$ cat src/rtl/exp_arbiter.sv
// exp_arbiter: round-robin arbiter that shares one exponential unit among
// N_REQ requesters. One job is outstanding at a time. A job that times out
// returns rsp_err=1, and the late result from the unit is then flushed.
module exp_arbiter #(
  parameter int N_REQ   = 4,
  parameter int WIDTH   = 32,
  parameter int TIMEOUT = 32
) (
  input  logic                   clk,
  input  logic                   reset,
  input  logic [N_REQ-1:0]       req,
  input  logic [N_REQ*WIDTH-1:0] req_x,
  output logic [N_REQ-1:0]       req_ack,
  output logic [N_REQ-1:0]       rsp_valid,
  output logic [WIDTH-1:0]       rsp_y,
  output logic                   rsp_err,
  output logic                   busy,
  output logic                   exp_start,
  output logic [WIDTH-1:0]       exp_x,
  input  logic [WIDTH-1:0]       exp_y,
  input  logic                   exp_done
);

  localparam int IDX_W = (N_REQ > 1) ? $clog2(N_REQ) : 1;
  localparam int TMR_W = $clog2(TIMEOUT + 1);

  typedef enum logic [2:0] {
    IDLE,
    ISSUE,
    WAIT,
    DRAIN,
    FLUSH
  } state_t;

  state_t            state;
  logic [IDX_W-1:0]  rr_ptr;
  logic [IDX_W-1:0]  idx;
  logic [TMR_W-1:0]  timer;
  logic              flush_seen_done;

  logic              grant_found;
  logic [IDX_W-1:0]  grant_idx;
  logic [IDX_W-1:0]  cand;
  logic [IDX_W-1:0]  next_ptr;
  logic [N_REQ-1:0]  grant_onehot;
  logic [N_REQ-1:0]  idx_onehot;
  logic              timer_at_limit;
  int                pos;

  // Pick the first active request at or after rr_ptr, wrapping around.
  always_comb begin
    grant_found = 1'b0;
    grant_idx   = '0;
    cand        = '0;
    pos         = 0;
    for (int k = 0; k < N_REQ; k++) begin
      pos = int'(rr_ptr) + k;
      if (pos >= N_REQ) begin
        pos = pos - N_REQ;
      end
      cand = IDX_W'(pos);
      if (!grant_found && req[cand]) begin
        grant_found = 1'b1;
        grant_idx   = cand;
      end
    end
  end

  // Pointer advance, one-hot decodes and the shared timer limit.
  always_comb begin
    next_ptr       = (grant_idx == IDX_W'(N_REQ - 1)) ? '0 : grant_idx + IDX_W'(1);
    grant_onehot   = {{(N_REQ-1){1'b0}}, 1'b1} << grant_idx;
    idx_onehot     = {{(N_REQ-1){1'b0}}, 1'b1} << idx;
    timer_at_limit = (timer == TMR_W'(TIMEOUT - 1));
  end

  // Job sequencing FSM; every output is a register updated here.
  always_ff @(posedge clk or posedge reset) begin
    if (reset) begin
      state           <= IDLE;
      rr_ptr          <= '0;
      idx             <= '0;
      timer           <= '0;
      flush_seen_done <= 1'b0;
      req_ack         <= '0;
      rsp_valid       <= '0;
      rsp_y           <= '0;
      rsp_err         <= 1'b0;
      busy            <= 1'b0;
      exp_start       <= 1'b0;
      exp_x           <= '0;
    end else begin
      req_ack   <= '0;
      rsp_valid <= '0;
      exp_start <= 1'b0;
      case (state)
        IDLE: begin
          if (grant_found) begin
            exp_x   <= req_x[grant_idx*WIDTH +: WIDTH];
            idx     <= grant_idx;
            req_ack <= grant_onehot;
            rr_ptr  <= next_ptr;
            busy    <= 1'b1;
            state   <= ISSUE;
          end
        end
        ISSUE: begin
          exp_start <= 1'b1;
          timer     <= '0;
          state     <= WAIT;
        end
        WAIT: begin
          timer <= timer + TMR_W'(1);
          if (exp_done) begin
            rsp_y     <= exp_y;
            rsp_err   <= 1'b0;
            rsp_valid <= idx_onehot;
            state     <= DRAIN;
          end else if (timer_at_limit) begin
            rsp_y           <= '0;
            rsp_err         <= 1'b1;
            rsp_valid       <= idx_onehot;
            timer           <= '0;
            flush_seen_done <= 1'b0;
            state           <= FLUSH;
          end
        end
        DRAIN: begin
          // Wait out the second done cycle so it is never taken for a new job.
          if (!exp_done) begin
            busy  <= 1'b0;
            state <= IDLE;
          end
        end
        FLUSH: begin
          if ((flush_seen_done && !exp_done) || timer_at_limit) begin
            timer <= '0;
            busy  <= 1'b0;
            state <= IDLE;
          end else begin
            timer <= timer + TMR_W'(1);
            if (exp_done) begin
              flush_seen_done <= 1'b1;
            end
          end
        end
        default: begin
          busy  <= 1'b0;
          state <= IDLE;
        end
      endcase
    end
  end

endmodule

$ cat config.mk
export PLATFORM = sky130hd
export DESIGN_NAME = exp_arbiter
export DESIGN_NICKNAME = d
export VERILOG_FILES = /design/src/rtl/exp_arbiter.sv
export SDC_FILE = /design/constraint.sdc
export NUM_CORES = 1
export LEC_CHECK = 0
export CAP_MARGIN = 20
export CORE_ASPECT_RATIO = 0.8
export CORE_MARGIN = 8
export CORE_UTILIZATION = 35
export DETAILED_ROUTE_END_ITERATION = 6
export MAX_ROUTING_LAYER = met4
export PLACE_DENSITY = 0.84
export SYNTH_ARGS = -nofsm -noshare
export SYNTH_HDL_FRONTEND = slang
export SYNTH_SLANG_ARGS = --single-unit
export TNS_END_PERCENT = 100
$ cat constraint.sdc
create_clock -name clk -period 2.6 [get_ports clk]
set_input_delay 0.52 -clock clk [delete_from_list [all_inputs] [get_ports clk]]
set_output_delay 0.52 -clock clk [all_outputs]
set_load 0.02 [all_outputs]
==> impl_metrics.csv, run 1 <==
group,metric,value,unit
global_routing,grt_max_degree,39,
finish,multi_input_area,1954,um2
drt,antenna_left,0,
status,outcome,"finished clean",
placement,place_inst,810,
worst_setup_path,critPathKind,"input port to flop",
global_routing,grt_overflow,0,
drt,drt-total-wl,15.92,mm
yosys,syn_inst,415,
yosys,yosysMostFrequentCell,"dfrtp_1",
timing,fin_crit,2.333,ns
clocking,cts_resized,0,
clocking,cts_inserted_buffers,9,
drt,drc,0,
worst_setup_path,critPathMaxStageDelay,0.53,ns
floorplanning,start_util,0.3588,
finish,fin_util,0.6010,
worst_setup_path,cp.required,2.83,ns
worst_setup_path,cp-startpoint,"req[2]",
finish,diodes,0,
global_routing,grt_pass1_vias,4654,
finish,seqCellArea,2227,um2
yosys,synth_ff_type,"dfrtp_1",
pwr,pwr-share-seq,0.304,
global_routing,groute.usage.overall,0.1972,
min_path,hold_start,"rsp_y[26]",
finish,instances_no_fill,826,
clocking,htree_levels,3,
yosys,synth_nets,585,
global_routing,grt_pass1_wl,24.57,mm
placement,place_ws,-0.08249,ns
clocking,clk_latency,0.34,ns
worst_setup_path,path_buf_inv,2,
timing,tns,0,ns
pwr,p_comb_frac,0.527,
timing,grt_setup_unrepaired,"no",
yosys,synth_top_area_share,0.5086,
timing,fmax,428.7,MHz
flow_run,maxCapViolations,0,
pwr,p_int,4.789,mW
clocking,cts_setup_buffers,0,
placement,routabilityCongestion,0.8585,
yosys,ys_warn_count,0,
pwr,swShare,0.3835,
timing,tightest_slew,0.7311,ns
placement,hpwlAfterDp,12.12,mm
worst_setup_path,crit_family,"buffers and inverters",
placement,io_buffers,241,
worst_setup_path,start_kind,"input port",
worst_setup_path,cp_slowest_cell,"clkdlybuf4s50_1",
yosys,synth_commonest_cells,"dfrtp_1 (89), nand2_1 (73), a22o_1 (33), a221o_1 (32)",
pwr,vdd_drop_max,0.0004830,V
yosys,synth-seq-area-share,0.5086,
yosys,synth-edff-count,0,
drt,num_vias,4285,
worst_setup_path,end_kind,"flop",
floorplanning,rows,36,
yosys,synth_area_per_cell,10.55,um2
pwr,power.leakage,3.110,nW
timing,setup_ws,0.2673,ns
worst_setup_path,crit_chain,"clkdlybuf4s50_1 -> or2b_1 -> a21oi_1 -> a211o_1 -> buf_12 -> mux2_2 -> a221o_1",
yosys,async_flop_share,1.000,
floorplanning,die_h,116.0,um
timing,setup_viol,0,
yosys,synth.area.top_cells,"dfrtp_1 (51%), mux2_2 (7.7%), a221o_1 (7.3%), a22o_1 (6.6%), nand2_1 (6.3%)",
timing,drv_slew,0,
global_routing,grt_antenna_before_repair,0,
timing,finalHoldViolations,0,
yosys,ys_seq_elements,89,
floorplanning,design.die.area,16370,um2
timing,skew,0.007202,ns
drt,via_per_inst,5.188,
min_path,hp-class,"flop to flop",
clocking,clockBufferDepth,2,
timing,slew_headroom,0.5116,
yosys,syn-cell-area,4379,um2
floorplanning,core_area,12210,um2
clocking,root_buffer,"clkbuf_16",
yosys,synth_area_leader_cell,"dfrtp_1",
pwr,p_per_area,1059,nW/um2
pwr,switchingPower,2.979,mW
floorplanning,die_w,141.1,um
clocking,clkTransAtPathRegs,0.06,ns
finish,syn_to_final_growth,67.51,%
worst_setup_path,timing.rr.start,"state[0]",
timing,fin_crit_sh,0.8972,
finish,n_fill_cell,976,
drt,routedWlPerCell,19.27,um
finish,drive_above_1_share,0.1023,
yosys,synth_cell_types,40,
clocking,cts_tree,"done",
clocking,cts.sinks,89,
clocking,postCtsHoldBufs,0,
finish,nets,820,
drt,first_iter_violations,243,
worst_setup_path,worstPathArrival,2.56,ns
floorplanning,ios,242,
pwr,clockPowerShare,0.169,
worst_setup_path,cp_max_fo,31,
drt,drtPass1Iterations,5,
per-stage QoR:
stage	hold slack, ns	instance area, um2	power, mW
after floorplan	0.4581	4383	4.631
after global placement	0.4830	7033	6.365
after detailed placement	0.4807	7033	6.490
after CTS	0.5045	7336	7.847
after global routing	0.5294	7336	8.258
final	0.5011	7336	7.767
power by group through the flow:
stage	clock [mW]	sequential [mW]	combinational, mW
floorplan	0	2.90	1.73
global placement	0	2.35	4.02
detailed placement	0	2.38	4.11
CTS	1.36	2.36	4.13
global route	1.41	2.44	4.41
finish	1.32	2.36	4.09
cell families after synthesis:
kind of cell,Yosys count,share of synthesized area
buf+inv,40,0.04829
flops,89,0.5086
mux,34,0.08714
compound gates,135,0.2309
fa+ha+maj,3,0.008572
simple gates,114,0.1166
layer usage:
| metal | global-route usage | up-vias | wire (um) |
|---|---|---|---|
| met5 | - | - | 0 |
| met2 | 0.3265 | 206 | 7537 |
| met4 | 0.05429 | 0 | 231 |
| met1 | 0.2094 | 2058 | 6419 |
| li1 | - | 2002 | - |
| met3 | 0.09387 | 19 | 1730 |
registers in the layout (all words and copies together) (netlist names), 2 cells and up:
register and count:
rr_ptr 2, timer 6, rsp_y 32, exp_x 32
rsp_valid 4, state 3, req_ack 4, idx 2
worst paths after layout:
kind                             end  slack, ns  cells past startpoint
hold / removal             rsp_y[26]       0.50                      1
max in group asynchronous  rsp_y[31]       1.35                      3
hold reg to reg            rsp_y[26]       0.50                      1
min in group asynchronous  exp_x[20]       0.64                      2
setup / recovery           exp_x[20]       0.27                      7
setup reg to reg           exp_x[15]       0.52                      6
cell type report:
class | instances | share of cell area
tap | 171 | 0.02917
clock inverter | 6 | 0.01006
multi-input combinational | 286 | 0.2664
timing repair buffer | 257 | 0.3554
sequential | 89 | 0.3036
clock buffer | 10 | 0.03121
inverter | 7 | 0.004093
placed cells by master (no fill, tap or decap), types with 2 or more instances in the layout:
cell	instances
clkinv_4	3
o31ai_1	4
and2_1	2
nor2_1	13
a22o_1	33
ha_1	3
buf_4	10
and3_1	3
mux2_2	30
nor2b_1	5
inv_6	2
o22ai_1	2
a21oi_1	11
mux2_1	3
clkdlybuf4s50_1	241
a221o_1	32
nand3_1	2
nand2b_1	3
dfrtp_1	89
buf_12	6
inv_1	6
clkbuf_16	9
nand2_1	73
nor3b_1	3
o21ai_0	30
nor3_1	3
a31oi_1	6
a21o_1	3
o21ai_1	6
Note: power is estimated with default switching activity, not from simulation.
==> run 2: changes to the inputs <==
--- a/config.mk
+++ b/config.mk
@@ -9,7 +9,9 @@
 export CORE_ASPECT_RATIO = 0.8
 export CORE_MARGIN = 8
 export CORE_UTILIZATION = 35
+export CTS_CLUSTER_SIZE = 12
 export DETAILED_ROUTE_END_ITERATION = 6
+export HOLD_SLACK_MARGIN = 0.15
 export MAX_ROUTING_LAYER = met4
 export PLACE_DENSITY = 0.84
 export SYNTH_ARGS = -nofsm -noshare
==> results of run 2 <==
Same layout as run 1: the final DEF is identical, and so are final timing and power.
